<file path="src/rtl/ifu_fetch_pkg.sv">
// ============================================================================
// Module   : ifu_fetch_pkg
// Purpose  : Shared types and constants for the NPC instruction fetch unit.
// Revision : 1.0 - initial release
// ============================================================================
`default_nettype none

package ifu_fetch_pkg;

   localparam int NPC_ADDR_BUS = 32;
   localparam int NPC_DATA_BUS = 32;

   // Reset is active-low: RESET_ENABLE is the asserted level.
   localparam logic RESET_ENABLE  = 1'b0;
   localparam logic RESET_DISABLE = 1'b1;

   localparam int IFU_STATE_BUS = 2;

   localparam logic [1:0] AXI_RESP_OKAY = 2'b00;

   localparam logic [NPC_ADDR_BUS-1:0] RESET_PC_VALUE = 32'h8000_0000;

   typedef enum logic [IFU_STATE_BUS-1:0] {
      IFU_AR  = 2'd0,
      IFU_R   = 2'd1,
      IFU_OUT = 2'd2
   } ifu_state_e;

endpackage

`default_nettype wire

</file>
<file path="src/rtl/ifu_pc_reg.sv">
// ============================================================================
// Module   : ifu_pc_reg
// Purpose  : Architectural PC register with +4 increment and redirect mux.
//            A redirect always takes priority over a sequential advance.
// Revision : 1.0 - initial release
// ============================================================================
`default_nettype none

module ifu_pc_reg
   import ifu_fetch_pkg::*;
#(
   parameter int                ADDR_W   = NPC_ADDR_BUS,
   parameter logic [ADDR_W-1:0] RESET_PC = RESET_PC_VALUE
) (
   input  logic              clock,
   input  logic              reset,
   input  logic              advance,
   input  logic              redirect_valid,
   input  logic [ADDR_W-1:0] redirect_pc,
   output logic [ADDR_W-1:0] pc,
   output logic [ADDR_W-1:0] pc_next
);

   // Next PC: redirect target, sequential successor, or hold.
   always_comb begin
      pc_next = pc;
      if (redirect_valid) begin
         pc_next = redirect_pc;
      end else if (advance) begin
         pc_next = pc + ADDR_W'(4);
      end
   end

   // PC register; the increment wraps naturally at the top of the address space.
   always_ff @(posedge clock) begin
      if (reset == RESET_ENABLE) begin
         pc <= RESET_PC;
      end else begin
         pc <= pc_next;
      end
   end

endmodule

`default_nettype wire

</file>
<file path="src/rtl/ifu_fetch.sv">
// ============================================================================
// Module   : ifu_fetch
// Purpose  : Instruction fetch unit. Issues one AXI4-Lite read at a time,
//            presents {pc, inst} to decode, and discards stale fetches after
//            a PC redirect.
// Revision : 1.0 - initial release
// ============================================================================
`default_nettype none

module ifu_fetch
   import ifu_fetch_pkg::*;
#(
   parameter int                ADDR_W   = NPC_ADDR_BUS,
   parameter int                DATA_W   = NPC_DATA_BUS,
   parameter logic [ADDR_W-1:0] RESET_PC = RESET_PC_VALUE
) (
   input  logic              clock,
   input  logic              reset,
   input  logic              redirect_valid_i,
   input  logic [ADDR_W-1:0] redirect_pc_i,
   output logic [ADDR_W-1:0] araddr_o,
   output logic              arvalid_o,
   input  logic              arready_i,
   input  logic [DATA_W-1:0] rdata_i,
   input  logic [1:0]        rresp_i,
   input  logic              rvalid_i,
   output logic              rready_o,
   output logic              valid_o,
   input  logic              ready_i,
   output logic [ADDR_W-1:0] pc_o,
   output logic [DATA_W-1:0] inst_o,
   output logic              fault_o
);

   ifu_state_e        state;
   ifu_state_e        state_next;
   logic              flush;
   logic              flush_next;
   logic              capture;
   logic              advance;
   logic              load_addr;
   logic [ADDR_W-1:0] pc;
   logic [ADDR_W-1:0] pc_next;
   logic [ADDR_W-1:0] araddr;
   logic [ADDR_W-1:0] pc_out;
   logic [DATA_W-1:0] inst;
   logic              fault;

   ifu_pc_reg #(
      .ADDR_W   (ADDR_W),
      .RESET_PC (RESET_PC)
   ) u_pc_reg (
      .clock          (clock),
      .reset          (reset),
      .advance        (advance),
      .redirect_valid (redirect_valid_i),
      .redirect_pc    (redirect_pc_i),
      .pc             (pc),
      .pc_next        (pc_next)
   );

   // Next-state, flush tracking and handshake outputs.
   always_comb begin
      state_next = state;
      flush_next = flush;
      capture    = 1'b0;
      advance    = 1'b0;
      // arvalid is suppressed while reset is held so nothing is requested
      // before the core is released.
      arvalid_o  = (state == IFU_AR) && (reset == RESET_DISABLE);
      rready_o   = (state == IFU_R);
      valid_o    = (state == IFU_OUT);
      case (state)
         IFU_AR: begin
            // The address stays on the bus; a redirect only marks the
            // eventual response as stale.
            flush_next = flush | redirect_valid_i;
            if (arready_i) begin
               state_next = IFU_R;
            end
         end
         IFU_R: begin
            if (rvalid_i) begin
               if (flush || redirect_valid_i) begin
                  flush_next = 1'b0;
                  state_next = IFU_AR;
               end else begin
                  capture    = 1'b1;
                  state_next = IFU_OUT;
               end
            end else if (redirect_valid_i) begin
               flush_next = 1'b1;
            end
         end
         IFU_OUT: begin
            // A redirect cancels the pending instruction even if decode is ready.
            if (redirect_valid_i) begin
               state_next = IFU_AR;
            end else if (ready_i) begin
               advance    = 1'b1;
               state_next = IFU_AR;
            end
         end
         default: begin
            state_next = IFU_AR;
         end
      endcase
      load_addr = (state != IFU_AR) && (state_next == IFU_AR);
   end

   // State and flush registers.
   always_ff @(posedge clock) begin
      if (reset == RESET_ENABLE) begin
         state <= IFU_AR;
         flush <= 1'b0;
      end else begin
         state <= state_next;
         flush <= flush_next;
      end
   end

   // Read address is loaded only on entry to AR so it stays stable until accepted.
   always_ff @(posedge clock) begin
      if (reset == RESET_ENABLE) begin
         araddr <= RESET_PC;
      end else if (load_addr) begin
         araddr <= pc_next;
      end
   end

   // Decode-side payload, held while decode stalls.
   always_ff @(posedge clock) begin
      if (reset == RESET_ENABLE) begin
         pc_out <= RESET_PC;
         inst   <= '0;
         fault  <= 1'b0;
      end else if (capture) begin
         pc_out <= pc;
         inst   <= rdata_i;
         fault  <= (rresp_i != AXI_RESP_OKAY);
      end
   end

   assign araddr_o = araddr;
   assign pc_o     = pc_out;
   assign inst_o   = inst;
   assign fault_o  = fault;

endmodule

`default_nettype wire

</file>
<file path="config.mk">
export PLATFORM = sky130hd
export DESIGN_NAME = ifu_fetch
export DESIGN_NICKNAME = d
export VERILOG_FILES = /design/src/rtl/ifu_fetch_pkg.sv /design/src/rtl/ifu_pc_reg.sv /design/src/rtl/ifu_fetch.sv
export SDC_FILE = /design/constraint.sdc
export NUM_CORES = 1
export LEC_CHECK = 0
export CELL_PAD_IN_SITES_DETAIL_PLACEMENT = 0
export CELL_PAD_IN_SITES_GLOBAL_PLACEMENT = 1
export CORE_ASPECT_RATIO = 0.9
export CORE_MARGIN = 5
export CORE_UTILIZATION = 33
export DETAILED_ROUTE_END_ITERATION = 10
export HOLD_SLACK_MARGIN = 0.08
export PLACE_DENSITY = 0.79
export SLEW_MARGIN = 20
export SYNTH_ARGS = -nofsm -noshare
export SYNTH_HDL_FRONTEND = slang
export SYNTH_SLANG_ARGS = --single-unit
</file>
<file path="constraint.sdc">
create_clock -name clock -period 2.5 [get_ports clock]
set_input_delay 0.5 -clock clock [delete_from_list [all_inputs] [get_ports clock]]
set_output_delay 0.5 -clock clock [all_outputs]
set_load 0.02 [all_outputs]
</file>
# Yosys cells after proc, flatten, opt, wreduce, memory -nomap -nowiden
# Index checks and enable logic that the tools add are counted.
# W data, S select, Z words.
[word_totals] regBits=132 latchBits=0 ramBits=0 romBits=0 in_bits=72 output_inout_bits=100 n_memories=0
[classes] n_addsub=1 n_mul=0 div=0 magnitude_cmp=0 n_eq_ne=4 shifts=0 muxes=18 n_bitwise=1 reduce_logical=9
[ops] op="$mux W32" count=2
[ops] op="$add A32 B3 Y32 const B" count=1
[ops] op="$mux W2" count=5
[ops] op="$mux W1" count=9
[ops] op="$pmux W2 S3" count=1
[ops] op="$reduce_bool A2 Y1" count=3
[ops] op="$logic_not A2 Y1" count=2
[ops] op="$ne A3 B2 Y1 const B" count=1
[ops] op="$ne A3 B3 Y1 const B" count=1
[ops] op="$reduce_and A3 Y1" count=1
[ops] op="$eq A2 B1 Y1 const B" count=1
[ops] op="$eq A2 B2 Y1 const B" count=1
[ops] op="$logic_and A1 B1 Y1" count=2
[ops] op="$pmux W1 S2" count=1
[ops] op="$logic_or A1 B1 Y1" count=1
[ops] op="$or A1 B1 Y1" count=1

# Longest topological paths before layout
# Gate-level depths: netlist of the first run.
[logic_depth] word_depth=6 mapped_depth=9

# Modules after synthesis
# A second synthesis of the first run with hierarchy kept.
[hier_totals] hier_cells=709 hier_area_um2=6038.3
[modules_own_cells] mod="ifu_fetch" instances=1 cells_per_inst=457 area_per_inst_um2=4038.9
[modules_own_cells] mod="ifu_pc_reg" instances=1 cells_per_inst=252 area_per_inst_um2=1999.4

# Worst setup path after synthesis of the first run
# Ideal clock, no wire load.
[synth_timing] kind="input to register" startpoint="input port redirect_valid_i" endpoint="register araddr[20] (netlist: araddr_o[20])" setup_time_ps=58 t_arrival_ps=2216 t_required_ps=2442 slack_ps=227 stages=7 path_buffers=2 path_cell_list="nand4bb_1 buf_6 or3_4 buf_6 or4_4 a311oi_2 a21o_1"
[synth_via] elab_chain_cells=6 word_cells_on_any_way=11
[synth_lines] item="start: declaration" line="ifu_fetch.sv:19" rtl="input logic redirect_valid_i,"
[synth_lines] item="$logic_or A1 B1 Y1" line="ifu_fetch.sv:84" rtl="if (flush || redirect_valid_i) begin"
[synth_lines] item="$mux W2" line="ifu_fetch.sv:84"
[synth_lines] item="$mux W2" line="ifu_fetch.sv:83" rtl="if (rvalid_i) begin"
[synth_lines] item="$pmux W2 S3" line="ifu_fetch.sv:73" rtl="case (state)"
[synth_lines] item="$logic_not A2 Y1" line="ifu_fetch.sv:108" rtl="load_addr = (state != IFU_AR) && (state_next == IFU_AR);"
[synth_lines] item="$logic_and A1 B1 Y1" line="ifu_fetch.sv:108"
[synth_lines] item="end signal: assignment" line="ifu_fetch.sv:127" rtl="araddr <= pc_next;"
[synth_lines] item="end: declaration" line="ifu_fetch.sv:44" rtl="logic [ADDR_W-1:0] araddr;"
# Parallel ways exist; a longest one is shown, timed or not.
# A chain may end at the register's enable or synchronous reset.

# Worst setup path in the final report of the first run
[layout_timing] startpoint="input port reset" endpoint="output port arvalid_o"
[layout_via] elab_chain_cells=1
[layout_lines] item="start: declaration" line="ifu_fetch.sv:18" rtl="input logic reset,"
[layout_lines] item="$logic_and A1 B1 Y1" line="ifu_fetch.sv:70" rtl="arvalid_o = (state == IFU_AR) && (reset == RESET_DISABLE);"
[layout_lines] item="end: declaration" line="ifu_fetch.sv:22" rtl="output logic arvalid_o,"
# Every way passes these cells.

==> reports/metrics.cfg, run 1 <==
[timing]
slew_viol_final = 0
skew_ps = 10.2
whs_ps = 452
fin_crit_sh = 0.948
worst_pin_slew_ps = 538
setup_viol = 0
post-route-min-period_ps = 2370
fin_setup_tns_ps = 0
final_hold_viol_count = 0
fmax_ghz = 0.422
grt_setup_unrepaired = no
slew_headroom = 0.642

[detailed_routing]
ant_nets = 0
drcViolationCount = 0
drt_first_pass_iters = 5
via_per_inst = 5.09
drt_iter0_drc = 330
finalWirelength_um = 17400
wl_per_cell_um = 16.5
via_count = 5363

[worst_setup_path]
crit_slowest_cell = clkdlybuf4s50_1
worstPathArrival_ps = 1870
ff2ff_setup_slack_ps = 190
critPathMaxFanout = 2
reg2reg_to = araddr_o[28]
regToRegStartpoint = u_pc_reg.pc[16]
cp-start-kind = primary input
worst_setup_path_end_kind = output pin
max_stage_delay_ps = 630
path_class = primary input to output pin
required_ps = 2000
r2r_cells = 5
cpMostUsedCell = clkdlybuf4s50_1
path_cells = clkdlybuf4s50_1 -> nand2b_1 -> nor2_1 -> clkdlybuf4s50_1

[clock_tree]
post_cts_buffers = 0
cts_sinks = 132
cts_tree = yes
root_buffer = clkbuf_16
cts_hold_buf = 0
clk_path_buf_depth = 2
htreeDepth = 4
clkTransAtPathRegs_ps = 50
cts_resized = 0
numCtsBuffers = 17
clk_latency_ps = 420

[synth]
synth-edff-count = 0
yosysMostFrequentCell = nand2_1
yosysSeqAreaShare = 0.490
synthesis.nets = 737
synth_area_leaders = dfxtp_1, nand2_1, a21oi_1, nand3_1, nor2_1
yosysTopAreaCellShare = 0.490
synth-seq-cells = 132
avgSynthCellArea_um2 = 8.12
synth_area_um2 = 5390
synth.distinct_cells = 54
synth_common_cells = nand2_1, dfxtp_1, a21oi_1
synthCells = 664
synthArstFlopShare = 0
synth_ff_type = dfxtp_1
synth_top_area_cell = dfxtp_1
yosys_warnings = 0

[placed_design]
gp_congestion = 0.812
place_area_um2 = 7420
portBuffers = 171
dp_hpwl_um = 12400

[die]
initial_utilization = 0.335
rows = 44
die_width_um = 145
ioPinCount = 172
die_area_um2 = 19000
core-area_um2 = 16100
die_h_um = 131

[outcome]
status = complete, no violations

[final_layout]
drive_above_1_share = 0.0838
area_growth_pct = 48.7
stdcell_area_um2 = 8010
fillers = 1541
antenna_cells = 0
fin_nets = 908

[power]
worst_ir_drop_vdd_mv = 0.473
pwr_density_cell_nw_per_um2 = 659
power_leakage_uw = 0.00287

[min_path]
hp-start = pc_o[30]
hold_class = register to register
whs_path_depth = 2
min_to = pc_o[30]

[grt]
grt_pass1_wl_um = 27700
grt_max_degree = 93
antenna_found_initial = 0
first_global_vias = 5228
grt.total_usage = 0.183
globalRoute.totalOverflow = 0

[run]
drv_cap = 0

## worst max-delay path by stage
stage / end / slack [ps] / cells after the start / start
after CTS: arvalid_o / 100 / 4 / reset
after detailed placement: araddr_o[20] / -220 / 6 / ready_i
after global placement: araddr_o[20] / -160 / 6 / ready_i
final: arvalid_o / 130 / 4 / reset
after global routing: arvalid_o / 60 / 4 / reset
after floorplan: araddr_o[20] / 230 / 7 / redirect_valid_i
## flip-flops by register name, summed over array words and instances (netlist names)
register and cells:
fault_o 1, pc_o 32, flush 1, state 2, araddr_o 32, inst_o 32, u_pc_reg.pc 32
## power breakdown
| part | internal (uW) | total (uW) | switching, uW |
|---|---|---|---|
| clock | 1620 | 2500 | 877 |
| sequential | 2180 | 2250 | 70.6 |
| combinational | 266 | 530 | 264 |
| total | 4070 | 5280 | 1210 |
## metrics by stage
| stage | instances | total power (uW) | util | worst slack [ps] |
|---|---|---|---|---|
| after floorplan | 664 | 2530 | - | 227 |
| after global placement | 1023 | 2810 | 0.462 | -159 |
| after detailed placement | 1023 | 2820 | 0.462 | -217 |
| after CTS | 1054 | 5330 | 0.498 | 104 |
| after global routing | 1054 | 5470 | 0.498 | 59.1 |
| final | 1054 | 5280 | 0.498 | 130 |
## cells in the final DEF (no fill, tap or decap), types with 3 or more instances in the layout
cell and n:
a211oi_1 4, a21o_1 3, a21oi_1 76, and3_1 7
and4_1 3, buf_4 31, clkbuf_1 5, clkbuf_16 17
clkbuf_8 6, clkdlybuf4s50_1 170, dfxtp_1 132, inv_1 6
mux2i_1 6, nand2_1 153, nand2b_1 8, nand3_1 33
nand4_1 8, nor2_1 40, nor2b_1 3, nor3_1 13
nor4_1 14, o211ai_1 4, o21a_1 5, o21ai_0 24
o31a_1 6, o31ai_1 13, or4_1 3, xnor2_1 7
xor2_1 8
## logic make-up after synthesis
kind of cell               synth area share
and+or+nand+nor                       0.251
AOI/OAI and AO/OA                     0.173
DFF                                   0.490
buffers and inverters                0.0457
xor gates and xnor gates             0.0244
muxes                                0.0132
adders and majority gates           0.00232
## worst max-delay path, delay by kind of cell
family	cells	cell delay (ps)
buf+inv	2	1160
simple gates	2	210
## routing by layer
metal,vias up,part of all wire,GRT usage
met2,190,0.45,0.280
met4,0,0.015,0.0580
li1,2645,-,-
met3,22,0.081,0.0541
met5,-,0,0
met1,2506,0.45,0.249
## layout make-up
class	instances	area (um2)	area share
clock buffer	28	527	0.0658
multi-input combinational	473	2510	0.314
timing repair buffer	204	1980	0.247
tap	207	259	0.0323
clock inverter	3	65.1	0.00812
inverter	7	26.3	0.00328
sequential	132	2640	0.330
Power figures use the tool's default switching activity.
==> run 2: changes to the inputs <==
--- a/config.mk
+++ b/config.mk
@@ -5,14 +5,16 @@
 export SDC_FILE = /design/constraint.sdc
 export NUM_CORES = 1
 export LEC_CHECK = 0
+export ABC_AREA = 1
 export CELL_PAD_IN_SITES_DETAIL_PLACEMENT = 0
 export CELL_PAD_IN_SITES_GLOBAL_PLACEMENT = 1
 export CORE_ASPECT_RATIO = 0.9
 export CORE_MARGIN = 5
-export CORE_UTILIZATION = 33
+export CORE_UTILIZATION = 32
+export CTS_CLUSTER_DIAMETER = 80
 export DETAILED_ROUTE_END_ITERATION = 10
 export HOLD_SLACK_MARGIN = 0.08
-export PLACE_DENSITY = 0.79
+export PLACE_DENSITY = 0.78
 export SLEW_MARGIN = 20
 export SYNTH_ARGS = -nofsm -noshare
 export SYNTH_HDL_FRONTEND = slang
==> run 2 against run 1 <==
Net effect: die area up 8.4%; area after synthesis up 5.8%; combinational power up 60%; fmax up 8.7%; final cell count up 15%; clock power up 12%; power up 13%; highest routed layer unchanged; largest cell class unchanged.
==> reports/metrics.cfg, run 2 <==
[clock_tree]
cts_hold_buf = 0
numCtsBuffers = 17
clk_path_buf_depth = 2
post_cts_buffers = 0
clkTransAtPathRegs_ps = 60
root_buffer = clkbuf_16
htreeDepth = 4
cts_sinks = 132
cts_tree = yes
cts_resized = 0
clk_latency_ps = 410

[synth]
yosys.area_share.simple = 0.268
synth_area_leaders = dfxtp_1, nand2_1, nor2_1, o21ai_0, nand3_1
synth_fa_ha_area_frac = 0.00219
synth_top_family_by_area = simple AND/OR/NAND/NOR gates
avgSynthCellArea_um2 = 7.20
synth_common_cells = dfxtp_1, nand2_1, nor2_1
yosysMostFrequentCell = dfxtp_1
synth-edff-count = 0
synthesis.nets = 865
yosysSeqAreaShare = 0.463
synth_top_area_cell = dfxtp_1
synth-seq-cells = 132
synth_compound_area_frac = 0.163
synth_ff_type = dfxtp_1
synth_xor_area_frac = 0.00461
yosys_warnings = 0
synth_mux_area_frac = 0.00351
synthCells = 792
synth.distinct_cells = 33
synthArstFlopShare = 0
yosysTopAreaCellShare = 0.463
synth_area_um2 = 5700

[final_layout]
final_cell_mix = clkdlybuf4s50_1, dfxtp_1, nand2_1
stdcell_area_um2 = 8330
area_growth_pct = 46.2
fin_nets = 1028
drive_above_1_share = 0.0713
final_common_cell = clkdlybuf4s50_1
antenna_cells = 0

[worst_setup_path]
path_delay_family = buffers and inverters
crit_slowest_cell = clkdlybuf4s50_1
crit_cells = 2
critPathMaxFanout = 4
required_ps = 2000
worstPathArrival_ps = 1680
r2r_cells = 10
reg2reg_to = araddr_o[18]
path_cells = nor3_1 -> clkdlybuf4s50_1
path_class = register to output pin
critPathBufInv = 1
cp-start-kind = register
ff2ff_setup_slack_ps = 560
max_stage_delay_ps = 670
worst_setup_path_end_kind = output pin
regToRegStartpoint = u_pc_reg.pc[3]

[placed_design]
portBuffers = 171
gp_congestion = 0.796
place_area_um2 = 7670
dp_hpwl_um = 13000

[die]
die_h_um = 137
initial_utilization = 0.325
core-area_um2 = 17600
die_area_um2 = 20600
die_width_um = 151
ioPinCount = 172
rows = 46

[grt]
first_global_vias = 5213
grt_max_degree = 96
antenna_found_initial = 0
grt_pass1_wl_um = 28200
grt.total_usage = 0.176
globalRoute.totalOverflow = 0

[outcome]
status = complete, no violations

[detailed_routing]
wl_per_cell_um = 15.1
drcViolationCount = 0
via_count = 5624
finalWirelength_um = 18200
drt_first_pass_iters = 7
drt_iter0_drc = 254
ant_nets = 0
via_per_inst = 4.66

[power]
p_total_uw = 5960
power_leakage_uw = 0.00346
pwr_density_cell_nw_per_um2 = 715
worst_ir_drop_vdd_mv = 0.471

[timing]
slew_headroom = 0.405
fin_setup_tns_ps = 0
final_hold_viol_count = 0
fin_crit_sh = 0.872
skew_ps = 6.78
fmax_ghz = 0.459
worst_pin_slew_ps = 893
post-route-min-period_ps = 2180
whs_ps = 464
grt_setup_unrepaired = no
setup_viol = 0
slew_viol_final = 0

[min_path]
min_to = araddr_o[1]
whs_path_depth = 1
hp-start = araddr_o[1]
hold_class = register to register

[run]
drv_cap = 0

-- run 2: cell types whose count changed in the layout (fill, tap and decap cells not counted), sizes merged, moves of 13 or more --
cell	delta
a21oi	-26
buf	-17
inv	+84
nand2	-22
nand3	+37
nor2	+88
nor4	-13
o21a	+17
o21ai	+64
o31ai	-13
-- run 2: how the worst max path moves through the flow --
stage                startpoint         endpoint
4_1_cts                state[0]        arvalid_o
3_5_place_dp   redirect_valid_i  u_pc_reg.pc[31]
2_1_floorplan             reset        arvalid_o
5_1_grt                state[0]        arvalid_o
6_report               state[0]        arvalid_o
3_3_place_gp   redirect_valid_i  u_pc_reg.pc[31]
-- run 2: worst reg2reg max path, delay by kind of cell, from the launching register on --
family | cells | cell delay [ps]
simple gates | 7 | 1000
buf+inv | 1 | 50
fa+ha+maj | 1 | 260
xor+xnor | 1 | 170
flops | 1 | 410
-- run 2: report_power, final --
group	switching, uW	internal, uW
Clock	915	1880
Combinational	443	404
Sequential	88.4	2230
Total	1450	4510
-- run 2: per-layer routing --
| metal | track usage | part of all wire | up-vias | wire length (um) |
|---|---|---|---|---|
| li1 | - | - | 2879 | - |
| met1 | 0.245 | 0.49 | 2556 | 8860 |
| met2 | 0.269 | 0.43 | 178 | 7740 |
| met3 | 0.0483 | 0.079 | 11 | 1440 |
| met4 | 0.0498 | 0.0092 | 0 | 167 |
| met5 | 0 | 0 | - | 0 |
-- run 2: area by class of cell --
class	instances	area (um2)
timing repair buffer	187	1880
sequential	132	2640
clock inverter	8	170
multi-input combinational	526	2510
clock buffer	24	492
tap	240	300
inverter	91	342
fill	1788	9220
-- run 2: cell families after synthesis --
group / after synthesis
AO/OA/AOI/OAI: 169
XOR/XNOR: 3
adder cells (fa/ha/maj): 1
buffers and inverters: 134
flip-flops: 132
multiplexers: 2
AND/OR/NAND/NOR: 351
-- run 2: metrics by stage --
stage / setup WS, ps / std cells / util
after detailed placement: 68.6 / 1176 / 0.437
after floorplan: 767 / 792 / -
final: 320 / 1208 / 0.475
after CTS: 284 / 1208 / 0.475
after global routing: 201 / 1208 / 0.475
after global placement: 75.4 / 1176 / 0.437
==> run 3: changes to the inputs <==
--- a/config.mk
+++ b/config.mk
@@ -10,11 +10,12 @@
 export CELL_PAD_IN_SITES_GLOBAL_PLACEMENT = 1
 export CORE_ASPECT_RATIO = 0.9
 export CORE_MARGIN = 5
-export CORE_UTILIZATION = 32
+export CORE_UTILIZATION = 30
 export CTS_CLUSTER_DIAMETER = 80
 export DETAILED_ROUTE_END_ITERATION = 10
 export HOLD_SLACK_MARGIN = 0.08
-export PLACE_DENSITY = 0.78
+export PLACE_DENSITY = 0.77
+export RECOVER_POWER = 25
 export SLEW_MARGIN = 20
 export SYNTH_ARGS = -nofsm -noshare
 export SYNTH_HDL_FRONTEND = slang
==> constraint.sdc (replaced) <==
create_clock -name clock -period 1.7 [get_ports clock]
set_input_delay 0.34 -clock clock [delete_from_list [all_inputs] [get_ports clock]]
set_output_delay 0.34 -clock clock [all_outputs]
set_load 0.02 [all_outputs]
==> run 3 against run 2 <==
Net effect: die area rose by 6.2%; clock power rose by 37%; core utilization decreased by 1.6 points; clock-buffer cell count shrank 3; non-clock buffer count up 33; critical path depth up 2; combinational power is 43% higher.
==> reports/metrics.cfg, run 3 (synthesis gave the netlist of run 2 again) <==
[outcome]
status = complete, no violations

[die]
rows = 47
ioPinCount = 172
die_h_um = 141
die_area_um2 = 21900
die_width_um = 155
core-area_um2 = 18500
initial_utilization = 0.308

[final_layout]
final_common_cell = dfxtp_1
drive_above_1_share = 0.126
fin_nets = 1061
area_growth_pct = 49.0
antenna_cells = 0
stdcell_area_um2 = 8490
final_cell_mix = dfxtp_1, nand2_1, nor2_1

[power]
seqPwrFrac = 0.403
combPwrFrac = 0.143
worst_ir_drop_vdd_mv = 0.656
pwr_density_cell_nw_per_um2 = 994
p_int_uw = 6290
pwr-share-clk = 0.454
power_leakage_uw = 0.00400
power_switching_uw = 2150
swShare = 0.255

[timing]
slew_headroom = 0.383
setup_viol = 0
fmax_ghz = 0.609
skew_ps = 9.36
post-route-min-period_ps = 1640
worst_slack_ps = 58.7
worst_pin_slew_ps = 926
final_hold_viol_count = 0
fin_crit_sh = 0.965
grt_setup_unrepaired = yes
slew_viol_final = 0

[grt]
grt_pass1_wl_um = 29400
grt.total_usage = 0.168
antenna_found_initial = 0
grt_max_degree = 96
first_global_vias = 5471
globalRoute.totalOverflow = 0

[worst_setup_path]
crit_slowest_cell = dfxtp_2
worstPathArrival_ps = 1300
cp-start-kind = register
critPathBufInv = 3
reg2reg_to = araddr_o[18]
worst_setup_path_end_kind = output pin
required_ps = 1360
regToRegStartpoint = u_pc_reg.pc[3]
crit_cells = 4
r2r_cells = 10
path_class = register to output pin
path_cells = buf_4 -> nor2_4 -> buf_4 -> buf_2
critPathMaxFanout = 3
path_delay_family = buffers and inverters
cpMostUsedCell = buf_4
max_stage_delay_ps = 320
ff2ff_setup_slack_ps = 60

[clock_tree]
cts_sinks = 132
cts_tree = yes
root_buffer = clkbuf_16
clk_latency_ps = 410
htreeDepth = 4
clkTransAtPathRegs_ps = 60
numCtsBuffers = 17
clk_path_buf_depth = 2

[min_path]
hold_class = primary input to register
hp-start = ready_i
min_to = state[1]
whs_path_depth = 6

[detailed_routing]
via_per_inst = 4.56
drcViolationCount = 0
ant_nets = 0
drt_iter0_drc = 265
finalWirelength_um = 18900
wl_per_cell_um = 15.2
via_count = 5680
drt_first_pass_iters = 5

[placed_design]
portBuffers = 171
place_area_um2 = 7880
gp_congestion = 0.817
pre_cts_slack_ps = -432
dp_hpwl_um = 13500

[run]
drv_cap = 0

==> run 3: changes by cell type in the layout (fill, tap and decap cells not counted), sizes merged <==
cell | previous run | this run
clkinvlp | 2 | 1
buf | 17 | 51
clkbuf | 24 | 35
clkinv | 1 | 5
dlygate4sd2 | 0 | 85
dlymetal6s2s | 0 | 1
clkdlybuf4s50 | 170 | 68
clkdlybuf4s25 | 0 | 1
bufinv | 5 | 4
==> run 3: final cells by class <==
cell class / instances / area, um2
timing repair buffer: 220 / 1930
clock buffer: 21 / 450
sequential: 132 / 2660
tap: 245 / 307
multi-input combinational: 526 / 2650
fill: 1923 / 10000
inverter: 91 / 344
clock inverter: 10 / 156
==> run 3: worst max-delay path by stage <==
stage                            to        startpoint  slack [ps]
floorplan              araddr_o[28]    u_pc_reg.pc[3]         110
finish                      valid_o          state[0]          60
detailed placement  u_pc_reg.pc[31]  redirect_valid_i        -430
global route           araddr_o[18]    u_pc_reg.pc[3]         -50
CTS                      inst_o[17]        inst_o[17]         0.2
global placement        araddr_o[5]  redirect_valid_i        -410
==> run 3: routing by layer <==
metal / routed length [um] / GRT usage / up-vias / share of wire
met5: 0 / 0 / - / 0
met3: 1230 / 0.0438 / 5 / 0.065
met1: 9510 / 0.241 / 2570 / 0.50
met2: 8110 / 0.252 / 153 / 0.43
met4: 65 / 0.0415 / 0 / 0.0034
li1: - / - / 2952 / -
==> run 3: worst min-delay path: cells and delay by family <==
kind / cells / cell delay [ps]
simple gates: 3 / 180
buf+inv: 3 / 270
==> run 3: through the flow <==
step                total power, uW  cells  utilization  hold WS, ps  setup TNS, ps
floorplan                      4100    792            -          453              0
global placement               4760   1211        0.425          456         -37280
detailed placement             4760   1211        0.425          458         -36380
CTS                            8540   1242        0.452          465              0
global route                   8810   1245        0.458          435           -290
finish                         8440   1245        0.458          411              0
==> run 3: what timing repair did <==
action	4_1_cts	5_1_grt
setup endpoints to repair	89	85
resized for setup	97	61
cloned	0	1
setup buffers	0	2
pin swaps	0	17
hold buffers	0	0
==> run 3: power by group through the flow <==
| stage | Combinational, uW | Sequential [uW] | Clock [uW] |
|---|---|---|---|
| after detailed placement | 1290 | 3470 | 0 |
| after floorplan | 488 | 3610 | 0 |
| after global placement | 1290 | 3470 | 0 |
| final | 1210 | 3400 | 3830 |
| after CTS | 1210 | 3400 | 3930 |
| after global routing | 1330 | 3430 | 4050 |
